### src/rtl/bcd_score_counter.sv
// Multi-digit BCD score counter: add/subtract a 0..9 step one digit per cycle,
// then commit the result with done and optional overflow/underflow pulses.
module bcd_score_counter #(
  parameter int DIGITS = 3,
  parameter int WRAP   = 1
) (
  input  logic                  clk,
  input  logic                  rst,
  input  logic                  clr,
  input  logic                  cmd_valid,
  output logic                  cmd_ready,
  input  logic                  cmd_op,
  input  logic [3:0]            cmd_step,
  output logic [4*DIGITS-1:0]   num,
  output logic                  done,
  output logic                  ovf,
  output logic                  unf
);

  typedef enum logic [1:0] {IDLE, CALC, COMMIT} state_t;

  localparam logic [2:0] LAST_IDX = 3'(DIGITS - 1);

  state_t              r_state;
  logic [4*DIGITS-1:0] r_num;
  logic [4*DIGITS-1:0] r_shadow;
  logic [2:0]          r_idx;
  logic [3:0]          r_carry;
  logic                r_op;
  logic                r_done;
  logic                r_ovf;
  logic                r_unf;

  logic [3:0]          w_step;
  logic [3:0]          w_dig;
  logic [4:0]          w_sum;
  logic [3:0]          w_dig_next;
  logic                w_cout;

  // On a carry/borrow out of the top digit: wrapped value, or all-9s / all-0s clamp.
  function automatic logic [4*DIGITS-1:0] commit_value(
    input logic [4*DIGITS-1:0] wrapped,
    input logic                out_of_range,
    input logic                is_sub
  );
    if (!out_of_range || (WRAP != 0))
      return wrapped;
    else if (is_sub)
      return '0;
    else
      return {DIGITS{4'h9}};
  endfunction

  assign w_step = (cmd_step > 4'd9) ? 4'd9 : cmd_step;
  assign w_dig  = r_shadow[4*r_idx +: 4];
  assign w_sum  = {1'b0, w_dig} + {1'b0, r_carry};

  // Digit results are computed modulo 16; the true result always lands in 0..9.
  always_comb begin
    w_dig_next = w_dig;
    w_cout     = 1'b0;
    if (!r_op) begin
      if (w_sum > 5'd9) begin
        w_dig_next = w_dig + r_carry + 4'd6;
        w_cout     = 1'b1;
      end else begin
        w_dig_next = w_dig + r_carry;
      end
    end else begin
      if (w_dig >= r_carry) begin
        w_dig_next = w_dig - r_carry;
      end else begin
        w_dig_next = w_dig + 4'd10 - r_carry;
        w_cout     = 1'b1;
      end
    end
  end

  always_ff @(posedge clk or posedge rst) begin
    if (rst) begin
      r_state  <= IDLE;
      r_num    <= '0;
      r_shadow <= '0;
      r_idx    <= '0;
      r_carry  <= '0;
      r_op     <= 1'b0;
      r_done   <= 1'b0;
      r_ovf    <= 1'b0;
      r_unf    <= 1'b0;
    end else begin
      r_done <= 1'b0;
      r_ovf  <= 1'b0;
      r_unf  <= 1'b0;
      if (clr) begin
        r_state  <= IDLE;
        r_num    <= '0;
        r_shadow <= '0;
        r_idx    <= '0;
        r_carry  <= '0;
      end else begin
        case (r_state)
          IDLE: begin
            if (cmd_valid) begin
              r_state  <= CALC;
              r_shadow <= r_num;
              r_idx    <= '0;
              r_carry  <= w_step;
              r_op     <= cmd_op;
            end
          end
          CALC: begin
            r_shadow[4*r_idx +: 4] <= w_dig_next;
            r_carry                <= {3'b000, w_cout};
            if (r_idx == LAST_IDX)
              r_state <= COMMIT;
            else
              r_idx <= r_idx + 3'd1;
          end
          COMMIT: begin
            r_state <= IDLE;
            r_done  <= 1'b1;
            r_ovf   <= r_carry[0] & ~r_op;
            r_unf   <= r_carry[0] & r_op;
            r_num   <= commit_value(r_shadow, r_carry[0], r_op);
          end
          default: r_state <= IDLE;
        endcase
      end
    end
  end

  assign cmd_ready = (r_state == IDLE);
  assign num       = r_num;
  assign done      = r_done;
  assign ovf       = r_ovf;
  assign unf       = r_unf;

endmodule

### config.mk
export PLATFORM = sky130hd
export DESIGN_NAME = bcd_score_counter
export DESIGN_NICKNAME = d
export VERILOG_FILES = /design/src/rtl/bcd_score_counter.sv
export SDC_FILE = /design/constraint.sdc
export NUM_CORES = 1
export LEC_CHECK = 0
export CAP_MARGIN = 20
export CORE_MARGIN = 2
export CORE_UTILIZATION = 25
export DETAILED_ROUTE_END_ITERATION = 12
export MAX_ROUTING_LAYER = met4
export PLACE_DENSITY = 0.41
export SLEW_MARGIN = 5
export SYNTH_ARGS = -nofsm -noshare
export SYNTH_HDL_FRONTEND = slang
export SYNTH_SLANG_ARGS = --single-unit
### constraint.sdc
create_clock -name clk -period 4.4 [get_ports clk]
set_input_delay 1.1 -clock clk [delete_from_list [all_inputs] [get_ports clk]]
set_output_delay 1.1 -clock clk [all_outputs]
set_load 0.02 [all_outputs]
# Word-level counts from Yosys, hierarchy flattened
# Index checks and enable logic that the tools add are counted.
[classes]
muxes = 30
eq_ne = 6
n_reduce_logical = 7
n_bitwise = 4
order_cmp = 3
n_shift = 3
add_sub_neg = 8
[ops]
columns = ["cell", "count"]
rows = [
  ["$mux 12", 4],
  ["$neg 5->34", 1],
  ["$shift 4x34->12 const A", 1],
  ["$shiftx 4x34->12", 1],
  ["$mux 4", 6],
  ["$pmux 12 s2", 1],
  ["$bwmux 12", 1],
  ["$shiftx 12x6->4", 1],
  ["$mux 1", 9],
  ["$mux 3", 3],
  ["$ne 3x3->1 const B", 3],
  ["$pmux 4 s2", 1],
  ["$sub 4x4->4", 2],
  ["$mux 2", 3],
  ["$pmux 3 s2", 1],
  ["$reduce_and 3->1", 2],
  ["$add 4x4->5", 1],
  ["$gt 5x4->1 const B", 1],
  ["$add 4x3->4 const B", 1],
  ["$add 4x4->4", 1],
  ["$add 4x4->4 const B", 1],
  ["$ge 4x4->1", 1],
  ["$gt 4x4->1 const B", 1],
  ["$pmux 2 s2", 1],
  ["10 further kinds", 13],
]
[word_totals]
elab_cells = 70
register_bits = 37
output_inout_bits = 16
inputBits = 9

# Longest topological paths before layout
# Gate-level depths: netlist of run 1.
[depth]
word_depth = 9
depth_mapped = 16
ltp_nobuf = 15

# Worst setup path after synthesis of run 1
# Ideal clock, no wire load.
[synth_timing]
path_type = "reg-to-reg"
startpoint = "reg r_idx[0]"
endpoint = "reg r_shadow[1]"
setup_ns = 0.077
stages_incl_launch_ff = 17
slack_ns = 1.344
t_required_ns = 4.323
path_buffers = 1
synth_period_minus_slack_ns = 3.056
arrival_time_ns = 2.978
path_cell_list = "dfrtp_1 buf_2 inv_1 nor2_1 nand2_1 o21ai_0 and2_1 ha_1 inv_1 fa_1 xnor2_1 ha_1 nand2_1 a2111oi_0 a211o_1 a211oi_1 a21oi_1"
[synth_via]
elab_chain_cells = 9
elab_cells_between_ends = 18
classes_between = "add/sub (7); order compare (2); shift (3); mux (6)"
[synth_lines]
columns = ["item", "line", "source"]
rows = [
  ["from (decl)", "27", "logic [2:0] r_idx;"],
  ["from (signal assigned)", "117", "r_idx <= r_idx + 3'd1;"],
  ["$shiftx 12x6->4", "55", "assign w_dig = r_shadow[4*r_idx +: 4];"],
  ["$add 4x4->4 (tied with other cells)", "64, 67", ""],
  ["$add 4x3->4 (tied with other cells)", "64", "w_dig_next = w_dig + r_carry + 4'd6;"],
  ["$mux 4, on equally long branches", "63, 70", ""],
  ["$mux 4", "62", "if (!r_op) begin"],
  ["$shiftx 4x34->12", "112", "r_shadow[4*r_idx +: 4] <= w_dig_next;"],
  ["$bwmux 12 *", "112", ""],
  ["$pmux 12 s2 *", "101", "case (r_state)"],
  ["$mux 12 *", "94", "if (clr) begin"],
  ["to (signal assigned)", "105", "r_shadow <= r_num;"],
  ["to (signal, indexed assignment)", "112", ""],
  ["to (decl)", "26", "logic [4*DIGITS-1:0] r_shadow;"],
]
# Mark *: on every way between the ends. The rest lies on a longest branch, timed or not.
# A chain may end at the register's enable or synchronous reset.

# Worst setup path in the final report of run 1
[layout_timing]
startpoint = "reg r_idx[0]"
endpoint = "reg r_shadow[9]"
# Same word-level chain as after synthesis.

==> reports/qor.txt, run 1 <==
starting density of the core - 25.6%
antenna violations before repair - 0
first-pass GRT wire length - 11800 µm
Post-synth top flop - dfrtp_1
kind of cell adding the most delay to the critical path - compound AO/OA/AOI/OAI gates
RePlAce Congestion - 0.848
Synth async-reset ratio - 100%
CTS Buffer Depth - 2
max-cap violations - 0
status - finished clean
Yosys cell types - 49
global-route usage over all layers - 14.3%
Hold Buf Count CTS - 0
Setup Fix Bufs, Post-CTS - 0
Worst-Margin Slew - 0.948 ns
Final Hold Slack - 0.533 ns
number of flops mapped to enable cells by yosys - 0
pin count of the biggest net entering global routing - 38
row count - 36
Layout area overhead - 19.1%
die height - 104 µm
Leak - 1.21 nW
DIE AREA - 0.0108 mm²
Place WS - 0.786 ns
Die X - 104 µm
CTS tree - built
Hold Startpoint - r_shadow[0]$_DFFE_PP0P_
Ports - 25
Critical Path RT - 4.62 ns
Pre-antenna DRT Iters - 4
Core Region - 0.00973 mm²
Synth Cell Area - 0.00249 mm²
critical path's slowest cell - dfrtp_1
f_max - 272 MHz
count leader, synth - nand2_1
Final min period - 3.67 ns
crit path capture type - register
crit path launch type - register
crit-path cells - inv_1, nor2_1, nand2_1, o21ai_0, and2_1, ha_1, inv_1, fa_1, xnor2_1, ha_1, nand2_1, a2111oi_0, a211o_1, a211oi_1, a21oi_1
Setup Skew - 0.0131 ns
final total power - 0.842 mW
Post-route DRC - 0
Crit Path Max Fanout - 10
Synth Instances - 282
clk sink count - 37
commonest cells in the netlist - nand2_1, dfrtp_1, a21oi_1
Worst-Skew Late Latency - 0.30 ns
period utilisation layout - 83.5%
synth top area cells - dfrtp_1, ha_1, nand2_1, a21oi_1, o21ai_0
DR WL/cell - 16.8 µm
Post-Route Setup TNS - 0 ns
Final setup viols - 0
critical path type - reg2reg
register area share after synthesis - 37.2%
cts repair resizes - 0
Slew HR - 36.1%
layout cell share with drive strength beyond 1 - 8.17%
syn_area_per_cell - 8.82 µm²
H-tree depth - 2
I/O Buffers - 24
FF-to-FF Start - r_idx[0]$_DFFE_PP0P_
area of the multi-input gates - 0.00144 mm²
HPWL after DPL - 5600 µm
# diodes - 0
crit-path max cell delay - 0.57 ns
number of global-route vias before repair - 2129
VDD IR-drop max - 0.113 mV
Final Max Tran Viols - 0
CP Buf/Inv Count - 2
Hold Path Class - reg2reg
clock-pin slew on the worst setup and hold paths - 0.09 ns
final net count - 334
root buffer cell - clkbuf_8
total congestion overflow - 0
RSZ-0062 raised after global routing - false
Post-Syn Nets - 310
Setup crit start - r_idx[0]$_DFFE_PP0P_
synthesized flop and latch total - 37
final hold viol count - 0
setup ws final - 0.727 ns
final WL - 7360 µm
synth warn - 0
post-synth top area cell - dfrtp_1
DRT iter0 DRCs - 143
via count - 2148
Post-DRT Antenna Nets - 0
CP arrival - 3.89 ns
PwrDens - 284 mW/mm²
CTS buffer count - 5
Synth top area share - 37.2%
Filler cells - 1068
area taken by flip-flops and latches - 926 µm²
post-DR vias/cell - 4.89
==> state kept, by name, indices dropped and copies added (netlist names) <==
name,flops
done,1
num,12
ovf,1
r_carry,4
r_idx,3
r_op,1
r_shadow,12
r_state,2
unf,1
==> logic make-up after synthesis <==
logic type	Yosys count	synth area share, %
simple gates	102	20.4
compound gates	85	22.7
flops	37	37.2
buf+inv	29	5.03
fa+ha+maj	19	10.8
mux	6	2.46
xor+xnor	4	1.41
==> layout make-up <==
cell class	count	share of cell area [%]
clock buffer	6	2.79
clock inverter	1	0.253
inverter	18	2.28
multi-input combinational	216	48.7
sequential	37	31.3
tap	133	5.62
timing repair buffer	28	9.12
==> power by group <==
group	total [mW]	switching [mW]	leakage [nW]	internal, mW
Combinational	0.221	0.136	0.657	0.0851
Clock	0.256	0.132	0.0433	0.124
Sequential	0.365	0.0166	0.510	0.348
Total	0.842	0.284	1.21	0.557
==> metrics by stage <==
step,util (%),std cells,instance area (µm²)
after CTS,30.5,439,2960
after global placement,29.5,432,2870
final,30.5,439,2960
after floorplan,-,282,2490
after global routing,30.5,439,2960
after detailed placement,29.5,432,2870
==> path summary, 6_finish.rpt <==
kind,cells past startpoint,end,slack (ns)
worst min-delay path,2,r_shadow[0]$_DFFE_PP0P_,0.53
worst max register to register,15,r_shadow[9]$_DFFE_PP0P_,0.73
min in group asynchronous,3,r_shadow[0]$_DFFE_PP0P_,1.21
worst min register to register,2,r_shadow[0]$_DFFE_PP0P_,0.53
max in group asynchronous,3,r_carry[0]$_DFFE_PP0P_,2.82
worst max-delay path,15,r_shadow[9]$_DFFE_PP0P_,0.73
==> metal layers <==
layer / up-vias / GRT usage [%] / part of all wire [%]
li1: 1044 / - / -
met1: 1045 / 20.2 / 49
met2: 55 / 21.6 / 46
met4: 0 / 4.05 / 1.0
met3: 4 / 1.89 / 4.4
met5: - / - / 0
==> worst reg2reg max path, delay by kind of cell, from the launching register on <==
family	cells	cell delay [ns]
AOI/OAI and AO/OA	5	1.09
adders and majority gates	3	0.83
and+or+nand+nor	4	0.58
DFF	1	0.57
xor gates and xnor gates	1	0.33
buffers and inverters	2	0.20
==> cell usage in the layout (no fill, tap or decap), types with 5 or more instances in the layout <==
master           instances
nor2_1                  18
clkbuf_8                 6
mux2i_1                  5
a21oi_1                 27
nand2_1                 44
dfrtp_1                 37
ha_1                    15
nand3_1                  7
nor2b_1                  7
inv_1                   18
clkdlybuf4s50_1         24
a22oi_1                  9
o21ai_0                 18
Power figures use the tool's default switching activity.
==> run 2, diff against run 1 <==
==> constraint.sdc (replaced) <==
create_clock -name clk -period 3.7 [get_ports clk]
set_input_delay 0.925 -clock clk [delete_from_list [all_inputs] [get_ports clk]]
set_output_delay 0.925 -clock clk [all_outputs]
set_load 0.02 [all_outputs]
==> run 2 against run 1 <==
Wire length increased by 0.88%. Cell area rose by 2.1%. Non-clock buffer count increased by 4. Combinational power increased by 22%. Count of clock-buffer cells in the layout is the same. Via count up 1.5%. Sequential share of layout area is 0.65 points lower. Hold slack improved by 0.0033 ns.
==> reports/qor.txt, run 2 (synthesis gave the netlist of run 1 again) <==
status - finished clean
CTS buffer count - 5
Post-route DRC - 0
final hold viol count - 0
pin count of the biggest net entering global routing - 38
Pre-antenna DRT Iters - 4
# diodes - 0
final total power - 1.08 mW
root buffer cell - clkbuf_8
Crit Path Max Fanout - 10
DR WL/cell - 16.7 µm
CP Buf/Inv Count - 1
crit path launch type - register
DRT iter0 DRCs - 136
I/O Buffers - 24
Critical Path RT - 3.92 ns
Ports - 25
Final Hold Slack - 0.536 ns
CTS tree - built
Final setup viols - 0
total congestion overflow - 0
die height - 104 µm
final WL - 7420 µm
crit path capture type - register
Layout area overhead - 21.6%
FF-to-FF Start - r_idx[1]$_DFFE_PP0P_
Slew HR - 31.4%
Place WS - 0.365 ns
Post-DRT Antenna Nets - 0
row count - 36
design area - 0.00303 mm²
final net count - 338
commonest cells after routing, fill and taps aside - nand2_1, dfrtp_1, a21oi_1
HPWL after DPL - 5620 µm
RSZ-0062 raised after global routing - false
RePlAce Congestion - 0.842
f_max - 297 MHz
critical path's slowest cell - dfrtp_1
H-tree depth - 2
Worst-Margin Slew - 1.02 ns
Leak - 1.24 nW
VDD IR-drop max - 0.150 mV
Setup Fix Bufs, Post-CTS - 0
dpl cell area - 0.00290 mm²
CTS Buffer Depth - 2
layout cell share with drive strength beyond 1 - 9.97%
global-route usage over all layers - 14.6%
max-cap violations - 0
critical path's most frequent cell - ha_1
clock-pin slew on the worst setup and hold paths - 0.08 ns
crit-path cells - mux2i_1, o21ai_0, and2_1, ha_1, inv_1, fa_1, xnor2_1, ha_1, nand2_1, a2111oi_0, a211o_1, a211oi_1, a21oi_1
Die X - 104 µm
Final min period - 3.36 ns
CP arrival - 3.58 ns
starting density of the core - 25.6%
critical path type - reg2reg
Hold Buf Count CTS - 0
number of global-route vias before repair - 2203
kind of cell adding the most delay to the critical path - compound AO/OA/AOI/OAI gates
first-pass GRT wire length - 11900 µm
Hold Path Class - reg2reg
post-DR vias/cell - 4.91
PwrDens - 356 mW/mm²
Worst-Skew Late Latency - 0.29 ns
Setup crit start - r_idx[1]$_DFFE_PP0P_
period utilisation layout - 90.9%
via count - 2181
most common cell after layout, fill and taps aside - nand2_1
setup ws final - 0.338 ns
Final Max Tran Viols - 0
Setup Skew - 0.00530 ns
Hold Startpoint - r_shadow[4]$_DFFE_PP0P_
clk sink count - 37
DIE AREA - 0.0108 mm²
antenna violations before repair - 0
Core Region - 0.00973 mm²
crit-path max cell delay - 0.62 ns
Post-Route Setup TNS - 0 ns
-- run 2: where the power goes --
group          total, mW  internal [mW]  leakage, nW  switching [mW]
logic              0.270          0.103        0.677           0.167
registers          0.432          0.414        0.510          0.0182
clock network      0.376          0.219       0.0574           0.157
-- run 2: routing by layer --
layer / global-route usage (%) / wire, µm
met1: 20.1 / 3660
met2: 21.9 / 3290
met3: 2.20 / 321
met4: 4.92 / 150
met5: - / 0
-- run 2: timing repair --
action,4_1_cts,5_1_grt
endpoints found under the setup margin,0,1
hold endpoints to repair,0,0
resized for setup,0,1
-- run 2: area by class of cell --
cell class,instances,area (µm²)
Fill cell,1044,6700
Multi-Input combinational cell,216,1450
Sequential cell,37,926
Timing Repair Buffer,32,300
Tap cell,133,166
Clock buffer,6,82.6
Inverter,18,67.6
Clock inverter,2,37.5
-- run 2: worst paths after layout --
path                       slack [ns]  cells after the start                 endpoint
max                              0.34                     13  r_shadow[9]$_DFFE_PP0P_
max in group asynchronous        2.30                      3            ovf$_DFF_PP0_
min                              0.54                      2  r_shadow[4]$_DFFE_PP0P_
max reg2reg                      0.34                     13  r_shadow[9]$_DFFE_PP0P_
min in group asynchronous        1.04                      3   r_carry[2]$_DFFE_PP0P_
min reg2reg                      0.54                      2  r_shadow[4]$_DFFE_PP0P_
-- run 2: worst min-delay path, stage by stage (launching register included) --
cell,delay [ns]
dfrtp_1,0.39
nand2_1,0.06
o31ai_1,0.05
-- run 2: stage by stage --
stage	utilization [%]	cells
after CTS	31.1	444
after floorplan	-	282
after detailed placement	29.8	436
final	31.1	444
after global routing	31.1	444
after global placement	29.8	436
==> run 3, diff against run 2 <==
--- a/config.mk
+++ b/config.mk
@@ -7,10 +7,11 @@
 export LEC_CHECK = 0
 export CAP_MARGIN = 20
 export CORE_MARGIN = 2
-export CORE_UTILIZATION = 25
+export CORE_UTILIZATION = 57
+export CTS_CLUSTER_SIZE = 24
 export DETAILED_ROUTE_END_ITERATION = 12
 export MAX_ROUTING_LAYER = met4
-export PLACE_DENSITY = 0.41
+export PLACE_DENSITY = 0.8
 export SLEW_MARGIN = 5
 export SYNTH_ARGS = -nofsm -noshare
 export SYNTH_HDL_FRONTEND = slang
==> run 3 against run 2 <==
Clock power grew 11%. Wire length down 13%. Hold slack better by 0.010 ns. Die area is 54% lower. Highest routed layer unchanged.
==> reports/qor.txt, run 3 (synthesis gave the netlist of run 1 again) <==
status - finished clean
Hold Path Class - reg2reg
Layout area overhead - 17.1%
clock-pin slew on the worst setup and hold paths - 0.07 ns
crit-path cells - nor2_1, nand2_1, o21ai_0, and2_1, ha_1, inv_1, fa_1, xnor2_2, ha_1, and4b_1, a2111oi_2, o41ai_1
H-tree depth - 2
critical path's slowest cell - a2111oi_2
CP arrival - 3.54 ns
Hold Startpoint - r_shadow[0]$_DFFE_PP0P_
Worst-Margin Slew - 0.871 ns
starting density of the core - 58.3%
crit-path max cell delay - 0.55 ns
CTS tree - built
crit path launch type - register
reg-to-reg critical path endpoint - r_shadow[11]$_DFFE_PP0P_
dpl cell area - 0.00277 mm²
first-pass GRT wire length - 10400 µm
post-DR vias/cell - 6.13
total congestion overflow - 0
critical path type - reg2reg
via count - 2199
Final setup viols - 0
critical path's most frequent cell - ha_1
number of global-route vias before repair - 2148
root buffer cell - clkbuf_8
Crit Path Max Fanout - 10
Slew HR - 41.8%
Filler cells - 361
Post-route DRC - 0
design area - 0.00291 mm²
Setup Fix Bufs, Post-CTS - 0
CTS buffer count - 5
Ports - 25
DRT iter0 DRCs - 196
HPWL after DPL - 4630 µm
Pre-antenna DRT Iters - 5
DIE AREA - 0.00491 mm²
DR WL/cell - 17.9 µm
Core Region - 0.00426 mm²
final net count - 334
Post-DRT Antenna Nets - 0
period utilisation layout - 91.5%
Post-Route Setup TNS - 0 ns
Final min period - 3.38 ns
Setup Skew - 0.00936 ns
FF-to-FF Start - r_idx[1]$_DFFE_PP0P_
PwrDens - 383 mW/mm²
row count - 24
I/O Buffers - 24
final WL - 6440 µm
dpl cells - 351
layout cell share with drive strength beyond 1 - 8.79%
Hold Buf Count CTS - 0
final hold viol count - 0
Worst Hold Endpoint - r_shadow[0]$_DFFE_PP0P_
global-route usage over all layers - 27.9%
Worst-Skew Late Latency - 0.30 ns
Critical Path RT - 3.86 ns
max-cap violations - 0
area taken by flip-flops and latches - 926 µm²
CTS Buffer Depth - 2
antenna violations before repair - 0
area of the multi-input gates - 0.00145 mm²
Leak - 1.24 nW
hold path depth - 2
clk sink count - 37
Die X - 70.1 µm
commonest cells after routing, fill and taps aside - nand2_1, dfrtp_1, a21oi_1
VDD IR-drop max - 0.250 mV
pin count of the biggest net entering global routing - 38
f_max - 295 MHz
R2R Setup Slk - 0.32 ns
most common cell after layout, fill and taps aside - nand2_1
# diodes - 0
RePlAce Congestion - 1.00
crit path capture type - register
CP Buf/Inv Count - 1
kind of cell adding the most delay to the critical path - adder cells
fin cells - 359
die height - 70.1 µm
R2R depth - 12
RSZ-0062 raised after global routing - false
Final Max Tran Viols - 0
-- run 3: how the worst max path moves through the flow --
stage,depth (start not counted),to,startpoint,slack [ns]
after floorplan,16,r_shadow[1]$_DFFE_PP0P_,r_idx[0]$_DFFE_PP0P_,0.64
after global placement,12,r_shadow[7]$_DFFE_PP0P_,r_idx[1]$_DFFE_PP0P_,0.51
after detailed placement,12,r_shadow[11]$_DFFE_PP0P_,r_idx[1]$_DFFE_PP0P_,0.36
after CTS,12,r_shadow[11]$_DFFE_PP0P_,r_idx[1]$_DFFE_PP0P_,0.28
after global routing,14,r_shadow[9]$_DFFE_PP0P_,r_idx[1]$_DFFE_PP0P_,0.05
final,12,r_shadow[11]$_DFFE_PP0P_,r_idx[1]$_DFFE_PP0P_,0.32
-- run 3: where the power goes --
part | switching, mW | total [mW] | leakage (nW) | internal [mW]
Sequential | 0.0177 | 0.432 | 0.510 | 0.414
Clock | 0.150 | 0.418 | 0.0681 | 0.268
Combinational | 0.165 | 0.267 | 0.662 | 0.102
-- run 3: stage by stage --
stage | utilization, % | power, mW | hold slack [ns] | setup WS (ns)
6_report | 68.3 | 1.12 | 0.546 | 0.315
4_1_cts | 68.1 | 1.11 | 0.544 | 0.282
5_1_grt | 68.3 | 1.16 | 0.564 | 0.0531
3_5_place_dp | 65.0 | 0.698 | 0.524 | 0.361
2_1_floorplan | - | 0.628 | 0.470 | 0.644
3_3_place_gp | 65.0 | 0.692 | 0.524 | 0.511
-- run 3: tightest hold or removal path: cells and delay by family (launching register included) --
family / cells / cell delay [ns]
AO/OA/AOI/OAI: 1 / 0.07
flip-flops: 1 / 0.39
AND/OR/NAND/NOR: 1 / 0.06
-- run 3: repair_timing --
| item | in CTS | in global routing |
|---|---|---|
| setup endpoints to repair | 0 | 1 |
| resized for setup | 0 | 1 |
| endpoints found under the hold margin | 0 | 0 |
-- run 3: cell type report --
| cell class | count | area share, % |
|---|---|---|
| Multi-Input combinational cell | 216 | 49.8 |
| Sequential cell | 37 | 31.8 |
| Timing Repair Buffer | 28 | 9.28 |
| Clock buffer | 5 | 2.36 |
| Inverter | 18 | 2.32 |
| Clock inverter | 3 | 2.23 |
| Tap cell | 52 | 2.23 |
-- run 3: per-layer routing --
metal	wire [µm]	vias to the layer above	GRT usage (%)
li1	-	1042	-
met1	2810	1053	37.0
met2	3100	91	44.3
met3	420	13	5.05
met4	117	0	8.33
met5	0	-	-
